`config.mk`:
```
export PLATFORM = sky130hd
export DESIGN_NAME = mul_seq
export DESIGN_NICKNAME = d
export VERILOG_FILES = /design/src/rtl/mul_seq.sv
export SDC_FILE = /design/constraint.sdc
export NUM_CORES = 1
export LEC_CHECK = 0
export CAP_MARGIN = 40
export CORE_MARGIN = 2
export CORE_UTILIZATION = 30
export CTS_CLUSTER_DIAMETER = 200
export DETAILED_ROUTE_END_ITERATION = 12
export RECOVER_POWER = 25
export SYNTH_ARGS = -nofsm -noshare
export SYNTH_HDL_FRONTEND = slang
export SYNTH_SLANG_ARGS = --single-unit
export TNS_END_PERCENT = 20
```
`constraint.sdc`:
```
create_clock -name clk_in -period 2.2 [get_ports clk_in]
set_clock_uncertainty 0.2 [all_clocks]
set_input_delay 0.22 -clock clk_in [delete_from_list [all_inputs] [get_ports clk_in]]
set_output_delay 0.22 -clock clk_in [all_outputs]
set_load 0.005 [all_outputs]
```
`src/rtl/mul_seq.sv`:
```
// mul_seq: iterative unsigned shift-add multiplier, one partial product per cycle.
// Ports:
//   clk_in, rst_in (async, active-high)   clock / reset
//   start_in                              request a multiply; sampled in IDLE only
//   a_in, b_in [WIDTH-1:0]                multiplicand / multiplier
//   seg_sel_in                            0 = low product half, 1 = high half on seg_out
//   busy_out                              high while RUN or DONE
//   done_out                              one-cycle pulse when prod_out is updated
//   prod_out [2*WIDTH-1:0]                product of the last completed multiply
//   seg_out [WIDTH-1:0]                   selected half of prod_out (combinational)
module mul_seq #(
  parameter int unsigned WIDTH = 8
) (
  input  logic               clk_in,
  input  logic               rst_in,
  input  logic               start_in,
  input  logic [WIDTH-1:0]   a_in,
  input  logic [WIDTH-1:0]   b_in,
  input  logic               seg_sel_in,
  output logic               busy_out,
  output logic               done_out,
  output logic [2*WIDTH-1:0] prod_out,
  output logic [WIDTH-1:0]   seg_out
);

  localparam int unsigned PW = 2 * WIDTH + 1;
  localparam int unsigned CW = $clog2(WIDTH) + 1;

  typedef enum logic [1:0] {
    IDLE = 2'd0,
    RUN  = 2'd1,
    DONE = 2'd2
  } state_t;

  state_t             state, state_n;
  logic [CW-1:0]      count, count_n;
  logic [PW-1:0]      p, p_n;
  logic [WIDTH-1:0]   mcand, mcand_n;
  logic [2*WIDTH-1:0] prod_n;
  logic               busy_n, done_n;
  logic [WIDTH:0]     upper;
  logic [PW-1:0]      shifted;

  // State and datapath registers
  always_ff @(posedge clk_in or posedge rst_in) begin
    if (rst_in) begin
      state    <= IDLE;
      count    <= '0;
      p        <= '0;
      mcand    <= '0;
      prod_out <= '0;
      busy_out <= 1'b0;
      done_out <= 1'b0;
    end else begin
      state    <= state_n;
      count    <= count_n;
      p        <= p_n;
      mcand    <= mcand_n;
      prod_out <= prod_n;
      busy_out <= busy_n;
      done_out <= done_n;
    end
  end

  // Next-state, iteration step and registered-output decode
  always_comb begin
    state_n = state;
    count_n = count;
    p_n     = p;
    mcand_n = mcand;
    prod_n  = prod_out;
    busy_n  = busy_out;
    done_n  = 1'b0;
    upper   = p[PW-1:WIDTH];
    shifted = '0;

    case (state)
      IDLE: begin
        if (start_in) begin
          mcand_n = a_in;
          p_n     = {1'b0, WIDTH'(0), b_in};
          count_n = '0;
          state_n = RUN;
          busy_n  = 1'b1;
        end
      end
      RUN: begin
        // Carry bit of upper holds the overflow of H + MCAND before the shift
        if (p[0]) begin
          upper = (WIDTH + 1)'(p[2*WIDTH-1:WIDTH]) + (WIDTH + 1)'(mcand);
        end
        shifted = {1'b0, upper, p[WIDTH-1:1]};
        p_n     = shifted;
        count_n = count + CW'(1);
        if (count == CW'(WIDTH - 1)) begin
          prod_n  = shifted[2*WIDTH-1:0];
          state_n = DONE;
          done_n  = 1'b1;
        end
      end
      DONE: begin
        state_n = IDLE;
        busy_n  = 1'b0;
      end
      default: begin
        state_n = IDLE;
        busy_n  = 1'b0;
      end
    endcase
  end

  assign seg_out = seg_sel_in ? prod_out[2*WIDTH-1:WIDTH] : prod_out[WIDTH-1:0];

endmodule
```
==> results of run 1 <==
==> per-layer routing <==
metal	part of all wire, %	vias to the layer above	GRT usage [%]
met5	0	-	0
met3	4.8	7	3.07
met1	49	872	18.1
li1	-	932	-
met2	45	49	20.5
met4	1.4	0	4.42
==> registers in the layout (all words and copies together) (netlist names) <==
register / flops
p: 16
prod_out: 16
mcand: 8
count: 4
state: 2
busy_out: 1
done_out: 1
==> per-stage QoR <==
stage                     TNS (ns)  area, um2  hold WS, ns  std cells  util, %
after floorplan                  0       2290        0.125        246        -
after detailed placement   -0.0273       2910        0.273        387     39.7
final                            0       3040        0.240        394     41.4
after global routing       -0.0492       3040        0.247        394     41.4
after CTS                        0       3040       0.0805        394     41.5
after global placement           0       2910        0.269        387     39.7
==> cells in the mapped netlist (7+ instances only) <==
library cell,number
dfrtp_1,48
clkbuf_1,7
o22ai_1,7
nand2_1,66
o21ai_0,21
a21oi_1,8
nor2_1,22
ha_1,9
nand3_1,9
mux2_2,8
==> cells by family (layout without fill, tap and decap cells) <==
group                    Yosys count  in the layout  synth area share [%]
flip-flops                        48             48                  52.3
AO/OA/AOI/OAI                     48             48                  12.2
adder cells (fa/ha/maj)           10             10                  5.78
multiplexers                      13             13                  6.11
AND/OR/NAND/NOR                  106            106                  19.0
buffers and inverters             17             66                  3.05
XOR/XNOR                           4              4                  1.53
==> repair_timing <==
action	in CTS	in global routing
hold buffers	0	0
setup endpoints to repair	3	7
pin swaps	2	2
resized for setup	1	4
==> tightest hold or removal path, cell delays in order <==
cell	delay, ns
clkdlybuf4s50_1	0.39
nand2_1	0.05
nand2_1	0.04
==> worst paths after layout <==
| kind | slack (ns) | cells past startpoint | end |
|---|---|---|---|
| worst max-delay path | 0.08 | 7 | prod_out[13] |
| worst min-delay path | 0.24 | 3 | mcand[7] |
| worst max register to register | 0.08 | 7 | prod_out[13] |
| worst min register to register | 0.29 | 2 | mcand[4] |
| max in group asynchronous | 0.56 | 3 | p[2] |
| min in group asynchronous | 0.53 | 3 | p[4] |
==> layout make-up <==
type	instances	area (um2)
multi-input cells	181	1040
clock buffers	5	68.8
well taps	99	124
clock inverters	2	60.1
repair buffers	54	528
fillers	730	4290
flip-flops and latches	48	1200
inverters	5	18.8
==> power breakdown <==
part           leakage, nW  switching [mW]  internal, mW  total (mW)
registers            0.586           0.339          1.31        1.65
clock network       0.0642           0.281         0.447       0.728
logic                0.745            1.10          1.16        2.27
total                 1.39            1.72          2.92        4.64
==> results.md, run 1 <==
- Outcome: completed
- Max cap viols: 0
- Layout area overhead: 32.3%
- Synth Warn #: 0
- Congestion Overflow GR: 0
- Worst slew margin: 22.7%
- Number of global-route vias before repair: 1,822
- Count of final hold-check violations: 0
- Clock-pin slew on the worst setup and hold paths: 0.09 ns
- Starting Density: 31.3%
- Core Box Area: 7330 um2
- Top cell type's share of synthesized area: 52.3%
- CP Data Arrival Time: 2.10 ns
- Static leakage: 1.39 nW
- Min cycle time layout: 2.12 ns
- Commonest non-fill, non-tap cell in the layout: nand2_1
- Commonest non-fill, non-tap cells in the layout: nand2_1 (66), dfrtp_1 (48), clkdlybuf4s50_1 (44)
- Worst hold start: a_in[7]
- Post-synth EDFFs: 0
- RR Startpoint: mcand[0]
- Worst-Skew Late Latency: 0.30 ns
- Die W: 91.5 um
- Final layout net count: 325
- Critical Path Sink Type: register
- Via density: 4.72
- Synth Flop Type: dfrtp_1
- Setup ws final: 0.0812 ns
- ANT cells: 0
- Fmax: 472 MHz
- Iter 0 DRT Violations: 81
- Critical-path maximum fanout: 2
- Worst Path Buf+Inv: 0
- Post-Syn Instances: 246
- TritonCTS buffer count: 5
- Synthesized area: 2290 um2
- H-tree Lvls: 2
- Syn_nets: 276
- Post-route DRC violation count: 0
- Crit path kind: reg2reg
- Die area: 8360 um2
- CTS max path bufs: 2
- Port bufs: 45
- Worst-Margin Slew: 1.16 ns
- Io pins: 46
- Site Rows: 31
- Post-CTS setup buffers: 0
- Synth area leaders: dfrtp_1 (52%), nand2_1 (11%), ha_1 (4.9%), o21ai_0 (4.6%), mux2_2 (3.9%)
- RD Place Congestion: 0.854
- GRT Total Usage: 13.2%
- Seq cells post-synth: 48
- Final HPWL from detailed placement: 3780 um
- Per-cell routed wire length: 13.0 um
- Via count: 1,860
- Critical path data required time: 2.19 ns
- Average size of a mapped cell: 9.33 um2
- Die Y: 91.5 um
- Critical path origin: mcand[0]
- Critical Path Max Stage Delay: 0.41 ns
- Cell family with most CP delay: adder cells
- P per Cell Area: 1530 nW/um2
- Slew Limit Fails: 0
- Largest net degree at the start of global routing: 49
- Initial antenna violation count: 0
- Global-route wire length before repair: 8870 um
- Cell variety after synth: 30
- RSZ-0062 raised after global routing: yes
- CP startpoint kind: register
- CTS tree: built
- Synth area leader: dfrtp_1
- TritonRoute pass-1 iters: 5
- Layout cells sized above 1: 10.2%
- Setup violators final: 0
- Clock sink count: 48
- Hold crit path type: in2reg
- Worst-case vdd ir drop: 0.000504 V
- Ys async rst share: 100%
- Final wirelength: 5130 um
- Register area share after synthesis: 52.3%
- Clock root cell: clkbuf_8
- Critical path's slowest cell: dfrtp_1
- ANT nets after route: 0
- Power Total: 4.64 mW
- Dpl ws: -0.0212 ns
- Fin crit share: 96.3%
- CP Cell Sequence: ha_2 > fa_2 > a21o_1 > a221oi_2 > xnor2_1 > mux2i_1 > o21ai_1
(Power assumes the default switching activity.)
==> run 2: changes to the inputs <==
GPL_TIMING_DRIVEN = 0   (was unset)
==> run 2 against run 1 <==
The run now ends with negative setup slack left; clock power decreased by 30%; critical path depth up 1; total power decreased by 4.3%; register-to-register slack got worse by 0.14 ns; first-iteration DRC count decreased by 12%; die area stayed put; flip-flop and latch count unchanged; non-clock buffer count grew 4; count of clock-buffer cells in the layout unchanged; global-route usage up 0.45 points; wire length grew 3.4%; maximum frequency fell by 6.2%; largest cell class unchanged.
==> results.md, run 2 (synthesis results as in run 1) <==
- Worst slew margin: 50.2% (+28 points)
- Worst-case vdd ir drop: 0.000460 V (-8.6%)
- CTS tree: built
- Layout cells sized above 1: 9.36% (-0.80 points)
- Die area: 8360 um2 (unchanged)
- Hold crit path type: in2reg
- CP Data Arrival Time: 2.29 ns (+0.19 ns)
- Via density: 4.73 (+0.22%)
- Number of global-route vias before repair: 1,893 (+3.9%)
- Clock sink count: 48 (unchanged)
- Iter 0 DRT Violations: 71 (-12%)
- Placed cells: 390 (+0.78%)
- Slew Limit Fails: 0 (unchanged)
- Failing checks: negative setup slack
- Static leakage: 1.36 nW (-2.4%)
- H-tree Lvls: 2 (unchanged)
- Critical Path Sink Type: register
- Fmax: 443 MHz (-6.2%)
- Port bufs: 44 (-2.2%)
- Finished Core Util: 40.5% (-0.97 points)
- Setup ws final: -0.0592 ns (-0.140 ns)
- RR Endpoint: prod_out[13]
- Clock-pin slew on the worst setup and hold paths: 0.09 ns (about the same)
- WHS Path Cells: 3 (unchanged)
- Per-cell routed wire length: 13.3 um (+2.4%)
- TritonRoute pass-1 iters: 4 (-1)
- CP startpoint kind: register
- Critical Path Max Stage Delay: 0.41 ns (about the same)
- Worst Path Buf+Inv: 1 (+1)
- Post-route DRC violation count: 0 (unchanged)
- Final layout net count: 329 (+1.2%)
- Critical path data required time: 2.23 ns (+0.04 ns)
- P per Cell Area: 1500 nW/um2 (-2.0%)
- Initial antenna violation count: 0 (unchanged)
- Finished Layout Cells: 398 (+1.0%)
- GRT Total Usage: 13.6% (+0.45 points)
- TritonCTS buffer count: 5 (unchanged)
- Site Rows: 31 (unchanged)
- Reg2Reg Depth: 8 (+1)
- Dpl ws: -0.0949 ns (-0.0737 ns)
- Min cycle time layout: 2.26 ns (+0.140 ns)
- Crit path kind: reg2reg
- Starting Density: 31.3% (unchanged)
- RR Startpoint: p[8]
- ANT cells: 0 (unchanged)
- Commonest non-fill, non-tap cells in the layout: nand2_1 (66), dfrtp_1 (48), clkdlybuf4s50_1 (43)
- Die W: 91.5 um (unchanged)
- Congestion Overflow GR: 0 (unchanged)
- Via count: 1,883 (+1.2%)
- RD Place Congestion: 0.822 (-3.7%)
- Hold Path End: mcand[7]
- Count of final hold-check violations: 0 (unchanged)
- Global-route wire length before repair: 9160 um (+3.3%)
- Core Box Area: 7330 um2 (unchanged)
- Io pins: 46 (unchanged)
- Worst-Margin Slew: 0.746 ns (-0.414 ns)
- Worst hold start: a_in[7]
- Power Total: 4.44 mW (-4.3%)
- Max cap viols: 0 (unchanged)
- Commonest non-fill, non-tap cell in the layout: nand2_1
- ANT nets after route: 0 (unchanged)
- Die Y: 91.5 um (unchanged)
- CTS max path bufs: 2 (unchanged)
- Layout area overhead: 29.2%
- Top flop regs: p (16), prod_out (16), mcand (8)
- Largest net degree at the start of global routing: 30 (-39%)
- Clock root cell: clkbuf_8
- Worst R2R Setup Slack: -0.06 ns (-0.14 ns)
- Critical-path maximum fanout: 3 (+1)
- RSZ-0062 raised after global routing: yes
- Dpl cell area: 2880 um2 (-1.1%)
- Worst-Skew Late Latency: 0.30 ns (about the same)
- Fin crit share: 103% (+6.4 points)
- Outcome: finished with violations
- Final Cell Area: 2970 um2 (-2.3%)
- Cell family with most CP delay: compound AO/OA/AOI/OAI gates
- Final HPWL from detailed placement: 3960 um (+5.0%)
- CP Cell Sequence: ha_2 > fa_2 > a21o_1 > a221oi_2 > xnor2_1 > mux2i_1 > buf_4 > o21ai_2
- Critical path's slowest cell: dfrtp_1
- Setup violators final: 1 (+1)
- Final wirelength: 5310 um (+3.4%)
[run 2: worst reg2reg max path, stage by stage (launching register included)]
cell and delay, ns:
dfrtp_1 0.41, ha_2 0.21, fa_2 0.35, a21o_1 0.20, a221oi_2 0.29, xnor2_1 0.16, mux2i_1 0.11, buf_4 0.16
o21ai_2 0.11
[run 2: power by group]
part           internal (mW)  switching, mW  total [mW]
sequential              1.31          0.343        1.65
clock                  0.216          0.292       0.508
combinational           1.17           1.12        2.28
[run 2: per-stage QoR]
stage          hold slack, ns  setup TNS (ns)
2_1_floorplan           0.125               0
3_3_place_gp            0.269          -15.62
3_5_place_dp            0.269          -0.307
4_1_cts                0.0520         -0.0866
5_1_grt                 0.261          -0.645
6_report                0.238         -0.0592
[run 2: worst max path at each step]
stage / start / cells after the start / endpoint
4_1_cts: p[8] / 7 / p[13]
6_report: p[8] / 8 / prod_out[13]
2_1_floorplan: p[8] / 7 / p[13]
3_5_place_dp: p[8] / 7 / p[13]
5_1_grt: p[8] / 8 / prod_out[13]
3_3_place_gp: rst_in / 2 / mcand[3]
[run 2: layout make-up]
cell class                      count  area (um2)
Fill cell                         726        4370
Sequential cell                    48        1200
Multi-Input combinational cell    181        1040
Timing Repair Buffer               46         453
Tap cell                           99         124
Clock buffer                        5        68.8
Buffer                             12        51.3
Inverter                            5        18.8
Clock inverter                      2        12.5
[run 2: what timing repair did]
| item | CTS | global route |
|---|---|---|
| endpoints found under the setup margin | 4 | 8 |
| buffers inserted | 0 | 1 |
| pin swaps | 2 | 2 |
| hold buffers | 0 | 0 |
| gates resized for setup | 4 | 1 |
[run 2: metal layers]
layer	vias up	part of all wire, %	track usage [%]
met5	-	0	0
met2	44	44	20.7
li1	933	-	-
met1	898	51	19.9
met4	0	0.79	3.03
met3	8	4.3	2.90
==> edit (config.mk and constraints of run 2) <==
Take the reset off `prod_out` and load it in a clocked block of its own.
--- a/src/rtl/mul_seq.sv
+++ b/src/rtl/mul_seq.sv
@@ -48,7 +48,6 @@
       count    <= '0;
       p        <= '0;
       mcand    <= '0;
-      prod_out <= '0;
       busy_out <= 1'b0;
       done_out <= 1'b0;
     end else begin
@@ -56,10 +55,13 @@
       count    <= count_n;
       p        <= p_n;
       mcand    <= mcand_n;
-      prod_out <= prod_n;
       busy_out <= busy_n;
       done_out <= done_n;
     end
+  end
+
+  always_ff @(posedge clk_in) begin
+    prod_out <= prod_n;
   end
 
   // Next-state, iteration step and registered-output decode
Check against the original RTL: not equivalent (Yosys sat finds a counterexample within 10 cycles, from zero or initial values and one cycle with rst_in high; the reset may be asserted at any time).
==> edit against run 2 <==
  * Count of clock-buffer cells in the layout did not move
  * Sequential cell count did not move
  * Final area rose by 5.9%
  * Worst setup slack improved by 0.066 ns
  * Power fell by 10%
  * Area after synthesis rose by 4.4%
  * Cell count fell by 7.8%
  * Routed wire length fell by 1.5%
==> edit: results (changes against run 2) <==
status: "finished, final reports clean"
async_reset_ff_frac: 0.667  # -0.333
r2r-start: "p[8]"
nNetsFinal: 294  # -11%
avgRoutedWirePerCell_um: 14.3  # +6.9%
place_area_um2: 3010  # +4.4%
gp_congestion: 0.798  # -3.0%
slew_headroom: 0.428  # -0.0736
p_leak_nw: 1.27  # -6.8%
ys_seq_area_frac: 0.535  # +0.0116
nFillCells: 765  # +5.4%
yosys-top-cells-count: "dfrtp_1 (32), o21ai_0 (21), mux2_2 (18), nand2_1 (18), edfxtp_1 (16)"
num_vias: 1809  # -3.9%
place_ws_ns: -0.228  # -0.133 ns
hp-class: "in2async"
synth.area.top_cells: "dfrtp_1 (33%), edfxtp_1 (20%), mux2_2 (8.5%)"
dp.final_hpwl_um: 3970  # about the same
grt_pass1_wl_um: 8610  # -6.0%
crit_fanout: 4  # +1
synth.distinct_cells: 39  # +30%
dp_cells: 359  # -7.9%
synth_edf_count: 16  # +16
drive_gt1_frac: 0.174  # +0.0799
ir_worst_vdd_mv: 0.435  # -5.6%
synth_nets: 241  # -13%
cp.arrival_ns: 2.10  # -0.19 ns
## edit: cell types whose count changed in the layout (fill, tap and decap cells not counted), moves of 4 or more
cell	before	now
o22ai_1	7	0
nor2_1	22	7
dfrtp_1	48	32
mux2i_1	5	0
nor3_1	0	4
mux2_2	8	18
a21oi_1	7	15
and3b_1	0	8
nand2_1	66	18
edfxtp_1	0	16
## edit: repair_timing
action,4_1_cts,5_1_grt
setup endpoints to repair,3,11
hold endpoints to repair,0,0
resized for setup,6,3
buffers inserted,0,0
pin swaps,1,2
## edit: kinds of logic after synthesis
| logic type | Yosys count | share of synthesized area |
|---|---|---|
| xor gates and xnor gates | 3 | 0.0110 |
| and+or+nand+nor | 58 | 0.130 |
| buffers and inverters | 15 | 0.0272 |
| muxes | 18 | 0.0846 |
| adders and majority gates | 10 | 0.0554 |
| DFF | 48 | 0.535 |
| AOI/OAI and AO/OA | 59 | 0.157 |
## edit: per-layer routing
layer	GRT usage	up-vias	share of wire
li1	-	887	-
met4	0.0478	0	0.017
met5	0	-	0
met1	0.161	870	0.48
met2	0.210	44	0.46
met3	0.0242	8	0.044
## edit: through the flow
stage | util | hold slack [ns] | total power [mW]
2_1_floorplan | - | 0.136 | 2.73
3_3_place_gp | 0.384 | 0.266 | 3.22
3_5_place_dp | 0.389 | 0.266 | 3.28
4_1_cts | 0.406 | 0.133 | 3.99
5_1_grt | 0.407 | 0.272 | 4.30
6_report | 0.407 | 0.204 | 3.99
## edit: layout make-up
| class | instances | area, µm² | area share |
|---|---|---|---|
| Inverter | 4 | 15.0 | 0.00478 |
| Tap cell | 102 | 128 | 0.0406 |
| Clock buffer | 5 | 68.8 | 0.0219 |
| Timing Repair Buffer | 46 | 464 | 0.148 |
| Clock inverter | 3 | 46.3 | 0.0147 |
| Sequential cell | 48 | 1280 | 0.408 |
| Buffer | 11 | 50.0 | 0.0159 |
| Multi-Input combinational cell | 148 | 1090 | 0.346 |
## edit: worst paths after layout
kind | cells after the start | endpoint | slack, ns
worst max-delay path | 6 | prod_out[13] | 0.007
worst min-delay path | 2 | p[13] | 0.20
worst max register to register | 6 | prod_out[13] | 0.007
worst min register to register | 0 | prod_out[1] | 0.28
max in group asynchronous | 3 | p[9] | 0.31
min in group clk_in | 0 | prod_out[1] | 0.28
## edit: critical path, delay by kind of cell (launching register included)
family / cells / cell delay [ns]
compound gates: 4 / 0.83
flops: 1 / 0.41
fa+ha+maj: 2 / 0.57
## edit: report_power, final
| part | switching, mW | internal [mW] |
|---|---|---|
| combinational | 0.970 | 0.866 |
| sequential | 0.213 | 1.29 |
| clock | 0.309 | 0.342 |
| total | 1.49 | 2.50 |
